--- src/rtl/stoch_col2im_pkg.sv ---
// Shared sizing helpers and FSM state encoding for the stochastic signed col2im block.
package stoch_col2im_pkg;

  // Frame phases: collecting column rows, then presenting the finished image.
  typedef enum logic [0:0] {
    ACCUM = 1'b0,
    DONE  = 1'b1
  } state_e;

  // Number of window positions along one image axis.
  function automatic int out_w(input int im_w, input int pad_w, input int k_w, input int s_w);
    return (im_w + 2 * pad_w - k_w) / s_w + 1;
  endfunction

  function automatic int out_h(input int im_h, input int pad_h, input int k_h, input int s_h);
    return (im_h + 2 * pad_h - k_h) / s_h + 1;
  endfunction

  // Rows per frame: one per output window.
  function automatic int col_height(input int o_h, input int o_w);
    return o_h * o_w;
  endfunction

  // Bits per column row: one per kernel tap per channel.
  function automatic int col_width(input int k_h, input int k_w, input int ch);
    return k_h * k_w * ch;
  endfunction

  // A pixel collects at most k_h*k_w bits per frame, so this width never overflows.
  function automatic int cnt_w(input int k_h, input int k_w);
    return $clog2(k_h * k_w + 1);
  endfunction

  // Index width that stays at least one bit even for a single-row frame.
  function automatic int idx_w(input int n);
    return (n > 1) ? $clog2(n) : 1;
  endfunction

endpackage

--- src/rtl/stoch_col2im_scatter.sv ---
// Combinational scatter: turns one column row into per-pixel increments.
// Every (pixel, tap) pair maps to exactly one window row at elaboration time,
// so the runtime logic is just a row-index compare per tap plus a small adder.
module stoch_col2im_scatter
  import stoch_col2im_pkg::*;
#(
  parameter int IM_HEIGHT = 4,
  parameter int IM_WIDTH  = 4,
  parameter int CHANNELS  = 2,
  parameter int KERNEL_H  = 3,
  parameter int KERNEL_W  = 3,
  parameter int PAD_H     = 1,
  parameter int PAD_W     = 1,
  parameter int STRIDE_H  = 1,
  parameter int STRIDE_W  = 1,
  localparam int OUT_W     = out_w(IM_WIDTH, PAD_W, KERNEL_W, STRIDE_W),
  localparam int OUT_H     = out_h(IM_HEIGHT, PAD_H, KERNEL_H, STRIDE_H),
  localparam int COL_H     = col_height(OUT_H, OUT_W),
  localparam int COL_WIDTH = col_width(KERNEL_H, KERNEL_W, CHANNELS),
  localparam int CNT_W     = cnt_w(KERNEL_H, KERNEL_W),
  localparam int ROW_W     = idx_w(COL_H)
) (
  input  logic [ROW_W-1:0]     row_idx,
  input  logic [COL_WIDTH-1:0] col_p,
  input  logic [COL_WIDTH-1:0] col_m,
  output logic [IM_HEIGHT-1:0][IM_WIDTH-1:0][CHANNELS-1:0][CNT_W-1:0] inc_p,
  output logic [IM_HEIGHT-1:0][IM_WIDTH-1:0][CHANNELS-1:0][CNT_W-1:0] inc_m
);

  localparam int TAPS = KERNEL_H * KERNEL_W;

  for (genvar gy = 0; gy < IM_HEIGHT; gy++) begin : g_row
    for (genvar gx = 0; gx < IM_WIDTH; gx++) begin : g_col
      for (genvar gch = 0; gch < CHANNELS; gch++) begin : g_ch
        logic [TAPS-1:0]  tap_p;
        logic [TAPS-1:0]  tap_m;
        logic [CNT_W-1:0] sum_p;
        logic [CNT_W-1:0] sum_m;

        for (genvar gr = 0; gr < KERNEL_H; gr++) begin : g_kr
          for (genvar gc = 0; gc < KERNEL_W; gc++) begin : g_kc
            // Window origin (in padded coordinates) that would put tap (gr,gc) on this pixel.
            localparam int NY   = gy + PAD_H - gr;
            localparam int NX   = gx + PAD_W - gc;
            localparam int OROW = NY / STRIDE_H;
            localparam int OCOL = NX / STRIDE_W;
            localparam bit HIT  = (NY >= 0) && (NX >= 0) &&
                                  (NY % STRIDE_H == 0) && (NX % STRIDE_W == 0) &&
                                  (OROW < OUT_H) && (OCOL < OUT_W);
            if (HIT) begin : g_hit
              localparam int ROW = OROW * OUT_W + OCOL;
              localparam int B   = gc + gr * KERNEL_W + gch * KERNEL_H * KERNEL_W;
              assign tap_p[gr*KERNEL_W+gc] = (row_idx == ROW_W'(ROW)) & col_p[B];
              assign tap_m[gr*KERNEL_W+gc] = (row_idx == ROW_W'(ROW)) & col_m[B];
            end else begin : g_miss
              assign tap_p[gr*KERNEL_W+gc] = 1'b0;
              assign tap_m[gr*KERNEL_W+gc] = 1'b0;
            end
          end
        end

        // Population count of the taps landing on this pixel for the current row.
        always_comb begin
          sum_p = '0;
          sum_m = '0;
          for (int t = 0; t < TAPS; t++) begin
            sum_p = sum_p + CNT_W'(tap_p[t]);
            sum_m = sum_m + CNT_W'(tap_m[t]);
          end
        end

        assign inc_p[gy][gx][gch] = sum_p;
        assign inc_m[gy][gx][gch] = sum_m;
      end
    end
  end

endmodule

--- src/rtl/stoch_signed_col2im.sv ---
// Stochastic signed col2im: scatter-adds column rows back onto image pixels,
// then presents the accumulated plus/minus counts until the consumer takes them.
module stoch_signed_col2im
  import stoch_col2im_pkg::*;
#(
  parameter int IM_HEIGHT = 4,
  parameter int IM_WIDTH  = 4,
  parameter int CHANNELS  = 2,
  parameter int KERNEL_H  = 3,
  parameter int KERNEL_W  = 3,
  parameter int PAD_H     = 1,
  parameter int PAD_W     = 1,
  parameter int STRIDE_H  = 1,
  parameter int STRIDE_W  = 1,
  localparam int OUT_W      = out_w(IM_WIDTH, PAD_W, KERNEL_W, STRIDE_W),
  localparam int OUT_H      = out_h(IM_HEIGHT, PAD_H, KERNEL_H, STRIDE_H),
  localparam int COL_HEIGHT = col_height(OUT_H, OUT_W),
  localparam int COL_WIDTH  = col_width(KERNEL_H, KERNEL_W, CHANNELS),
  localparam int CNT_W      = cnt_w(KERNEL_H, KERNEL_W),
  localparam int ROW_W      = idx_w(COL_HEIGHT)
) (
  input  logic                 CLK,
  input  logic                 RST,
  input  logic                 col_valid,
  output logic                 col_ready,
  input  logic                 col_last,
  input  logic [COL_WIDTH-1:0] col_p,
  input  logic [COL_WIDTH-1:0] col_m,
  output logic                 im_valid,
  input  logic                 im_ready,
  output logic [IM_HEIGHT-1:0][IM_WIDTH-1:0][CHANNELS-1:0][CNT_W-1:0] im_p,
  output logic [IM_HEIGHT-1:0][IM_WIDTH-1:0][CHANNELS-1:0][CNT_W-1:0] im_m,
  output logic                 frame_err
);

  typedef logic [IM_HEIGHT-1:0][IM_WIDTH-1:0][CHANNELS-1:0][CNT_W-1:0] cnt_t;

  state_e           state_q, state_d;
  logic [ROW_W-1:0] row_q, row_d;
  logic             frame_err_q, frame_err_d;
  cnt_t             cnt_p_q, cnt_p_d;
  cnt_t             cnt_m_q, cnt_m_d;
  cnt_t             inc_p, inc_m;
  logic             accept;
  logic             last_row;

  stoch_col2im_scatter #(
    .IM_HEIGHT (IM_HEIGHT),
    .IM_WIDTH  (IM_WIDTH),
    .CHANNELS  (CHANNELS),
    .KERNEL_H  (KERNEL_H),
    .KERNEL_W  (KERNEL_W),
    .PAD_H     (PAD_H),
    .PAD_W     (PAD_W),
    .STRIDE_H  (STRIDE_H),
    .STRIDE_W  (STRIDE_W)
  ) u_scatter (
    .row_idx (row_q),
    .col_p   (col_p),
    .col_m   (col_m),
    .inc_p   (inc_p),
    .inc_m   (inc_m)
  );

  assign col_ready = (state_q == ACCUM);
  assign im_valid  = (state_q == DONE);
  assign accept    = col_valid & col_ready;
  assign last_row  = (row_q == ROW_W'(COL_HEIGHT - 1));
  assign im_p      = cnt_p_q;
  assign im_m      = cnt_m_q;
  assign frame_err = frame_err_q;

  // Next-state: accumulate on accept, advance the row count, clear on image hand-off.
  always_comb begin
    state_d     = state_q;
    row_d       = row_q;
    frame_err_d = frame_err_q;
    cnt_p_d     = cnt_p_q;
    cnt_m_d     = cnt_m_q;
    if (accept) begin
      for (int y = 0; y < IM_HEIGHT; y++) begin
        for (int x = 0; x < IM_WIDTH; x++) begin
          for (int c = 0; c < CHANNELS; c++) begin
            cnt_p_d[y][x][c] = cnt_p_q[y][x][c] + inc_p[y][x][c];
            cnt_m_d[y][x][c] = cnt_m_q[y][x][c] + inc_m[y][x][c];
          end
        end
      end
      // The sender's framing is only reported; the internal count decides the frame end.
      if (col_last != last_row) begin
        frame_err_d = 1'b1;
      end
      if (last_row) begin
        state_d = DONE;
        row_d   = '0;
      end else begin
        row_d = row_q + ROW_W'(1);
      end
    end else if ((state_q == DONE) && im_ready) begin
      cnt_p_d = '0;
      cnt_m_d = '0;
      state_d = ACCUM;
    end
  end

  // State, row counter, pixel counters and sticky error flag.
  always_ff @(posedge CLK or posedge RST) begin
    if (RST) begin
      state_q     <= ACCUM;
      row_q       <= '0;
      frame_err_q <= 1'b0;
      cnt_p_q     <= '0;
      cnt_m_q     <= '0;
    end else begin
      state_q     <= state_d;
      row_q       <= row_d;
      frame_err_q <= frame_err_d;
      cnt_p_q     <= cnt_p_d;
      cnt_m_q     <= cnt_m_d;
    end
  end

endmodule
--- config.mk ---
export PLATFORM = sky130hd
export DESIGN_NAME = stoch_signed_col2im
export DESIGN_NICKNAME = d
export VERILOG_FILES = /design/src/rtl/stoch_col2im_pkg.sv /design/src/rtl/stoch_col2im_scatter.sv /design/src/rtl/stoch_signed_col2im.sv
export SDC_FILE = /design/constraint.sdc
export NUM_CORES = 1
export LEC_CHECK = 0
export ABC_AREA = 1
export CAP_MARGIN = 25
export CORE_AREA = 10 10 231 233
export DETAILED_ROUTE_END_ITERATION = 8
export DIE_AREA = 0 0 241 243
export GPL_TIMING_DRIVEN = 0
export PLACE_DENSITY = 0.79
export SYNTH_ARGS = -nofsm -noshare
export SYNTH_HDL_FRONTEND = slang
export SYNTH_HIERARCHICAL = 1
export SYNTH_SLANG_ARGS = --single-unit
--- constraint.sdc ---
create_clock -name CLK -period 7.8 [get_ports CLK]
set_clock_uncertainty 0.1 [all_clocks]
set_input_delay 1.17 -clock CLK [delete_from_list [all_inputs] [get_ports CLK]]
set_output_delay 1.17 -clock CLK [all_outputs]
set_load 0.03 [all_outputs]
==> metrics.txt <==
buffers added on ports 286; Slew Limit Fails 0; Area growth syn-to-layout 20.22%; Comb power frac 59.1%; Yosys top cell area share 25.59%; Pre-antenna DRT Iters 8; die area 58560 um2; H-tree depth 2; site row count 81; RSZ-0062 raised after global routing no; core area 48650 um2; clock latency at the later pin of the worst-skew pair 0.56 ns; WL final 82.19 mm; Worst R2R Setup Slack 2.14 ns; drt wl/cell 20.16 um; CP max stage cell nor2_1; Final WS setup 2.141 ns; Worst-Margin Slew 1.045 ns; vias 22140; Sw Ratio 47.43%; Crit path largest cell delay 0.69 ns; Post-DP Area 29580 um2; Final ANT Viol Nets 0; CTS tree done; reg2reg start row_q[1]; CTS clk-pin slew, worst paths 0.06 ns; critical path startpoint row_q[1]; Syn Std Cell Area 25620 um2; Total Power 10.27 mW; outcome finished clean; initial antenna violation count 9; post-synthesis instance total 3047; Fillers 4125; Final period util 72.56%; Longest Clk Path Bufs 3; Flop pwr share 24.3%; endpoints failing hold 0; cell family with most CP delay adder cells; root buffer cell clkbuf_16; CP arrival 5.99 ns; register area share after synthesis 25.59%; number of synthesized register bits 262; synth warn 6; Startpoint Class flop; clk sinks 262; largest net degree at the start of global routing 41; HPWL Detailed 63.64 mm; # DRC 0; Max Cap Viol 0; Starting DRT DRC Count 1807; Finished Core Util 63.32%; Crit. End Element flop; hold_buf cts 0; post-layout minimum cycle time 5.659 ns; layout cells sized above 1 6.493%; min-delay src frame_err; vias per cell 5.431; slew margin rel. 30.36%; most area-consuming cells after synthesis dfrtp_1 26%, fa_1 20%, ha_1 14%; total track usage 28.16%; Psw 4.873 mW; Die Height 243 um; Congestion Overflow GR 0; crit path buf inv count 3; Max Fclk 176.7 MHz; cell-internal power 5.401 mW; setup slack at placement 1.837 ns; Worst Path Required 8.13 ns; postcts setup bufs 0; setup TNS 0 ns; min-delay worst type flop to flop; Initial Util 52.67%; fin area 30800 um2; CP Class flop to flop; Synth cell types 29; Nets 4011; critical path fanouts, max 10; pwr dens 333.5 nW/um2; maximum vdd drop 0.2707 mV; IO Pins 300; Synth area leader dfrtp_1; Leak 16.95 nW; post_cts resized 0; first-pass GRT wire length 126.7 mm; Setup violations, final 0; Num CTS Buffers 35; Syn Area/Cell 8.409 um2; vias in the first global route 22110; clock share of power 16.7%; Die X 241 um; gp weighted congestion 1.025; cells along the critical path nand2_1 -> nor2_1 -> buf_2 -> nand2_1 -> fa_1 -> fa_1 -> inv_1 -> fa_1 -> fa_1 -> inv_1 -> fa_1 -> xnor2_1 -> ha_1 -> or2_2 -> nand2_1 -> nand2_1 -> nand3_1 -> nand2_1
## metrics by stage
step	hold slack [ns]	instances
floorplan	0.4584	3094
global placement	0.3704	4002
detailed placement	0.3701	4009
CTS	0.3915	4071
global route	0.4093	4073
finish	0.3878	4076
## power by group through the flow
stage               logic (mW)  clock network (mW)  registers (mW)
floorplan                 2.83                   0            3.39
global placement          5.87                   0            2.48
detailed placement        6.02                   0            2.49
CTS                       6.08                1.74            2.49
global route              6.63                1.79            2.58
finish                    6.07                1.71            2.49
## layer usage
metal	track usage (%)	vias to the layer above	part of all wire, %
li1	-	10180	-
met1	34.34	10570	38
met2	45.71	1080	47
met3	6.856	294	10
met4	13.93	10	5.6
met5	0	-	0.084
## kinds of logic (layout without fill, tap and decap cells)
| family | Yosys count | count (layout) | synth area share [%] |
|---|---|---|---|
| AND/OR/NAND/NOR | 1318 | 1318 | 20.59 |
| buffers and inverters | 612 | 968 | 10.57 |
| flip-flops | 262 | 262 | 25.59 |
| XOR/XNOR | 82 | 82 | 2.803 |
| adder cells (fa/ha/maj) | 545 | 545 | 34.11 |
| other | 1 | 52 | 0.01464 |
| AO/OA/AOI/OAI | 227 | 227 | 6.324 |
## state kept, by name, summed over array words and instances, names as in the netlist
register and cells:
im_m 128, im_p 128, row_q 4, frame_err 1
im_valid 1
## worst reg2reg max path, delay by kind of cell, from the launching register on
kind / cells / cell delay, ns
DFF: 1 / 0.50
buffers and inverters: 3 / 0.61
xor gates and xnor gates: 1 / 0.24
adders and majority gates: 6 / 2.55
and+or+nand+nor: 8 / 1.54
## final timing paths
| check | end | cells past startpoint |
|---|---|---|
| min in group asynchronous | im_m[105] | 2 |
| max | im_m[55] | 18 |
| min | frame_err | 1 |
| min reg2reg | frame_err | 1 |
| max in group asynchronous | im_p[61] | 5 |
| max reg2reg | im_m[55] | 18 |
## cells in the final DEF (no fill, tap or decap), types with 4 or more instances in the layout
master / n
clkbuf_8: 8
fa_1: 256
buf_12: 7
buf_2: 28
diode_2: 4
buf_6: 15
buf_1: 14
or2_2: 37
nand3_1: 169
conb_1: 48
nand2_1: 878
a22o_1: 128
a21oi_1: 27
nor2_1: 226
o21ai_0: 7
clkdlybuf4s50_1: 286
xnor2_1: 79
ha_1: 289
clkbuf_1: 24
inv_1: 461
buf_4: 71
dfrtp_1: 262
clkinv_2: 4
clkbuf_16: 37
o21ai_1: 63
## layout make-up
cell class	instances	area, um2	share of cell area (%)
plain buffers	145	954.7	3.099
diodes	4	10.01	0.03250
repair buffers	294	3010	9.773
multi-input cells	2220	16540	53.68
clock buffers	51	1059	3.436
flip-flops and latches	262	6556	21.28
clock inverters	11	142.6	0.4631
well taps	622	778.2	2.527
inverters	467	1757	5.703
## cells in the mapped netlist
master      n
nor2_1    226
o21ai_0     7
inv_2       3
nor2_2      3
clkinv_1    2
inv_1     462
dfrtp_1   262
nand2_4     1
a22o_1    128
nand2_1   878
fa_1      256
ha_1      289
nand3_1   169
conb_1      1
o21ai_1    63
a21oi_1    27
nor3b_1     1
nor3_1      1
xnor2_1    79
xor2_1      3
buf_4      70
o21bai_1    1
clkbuf_1   18
or2_2      37
o22ai_1     1
buf_1      14
buf_6      15
nand2_2     2
buf_2      28
Note: power is estimated with default switching activity, not from simulation.
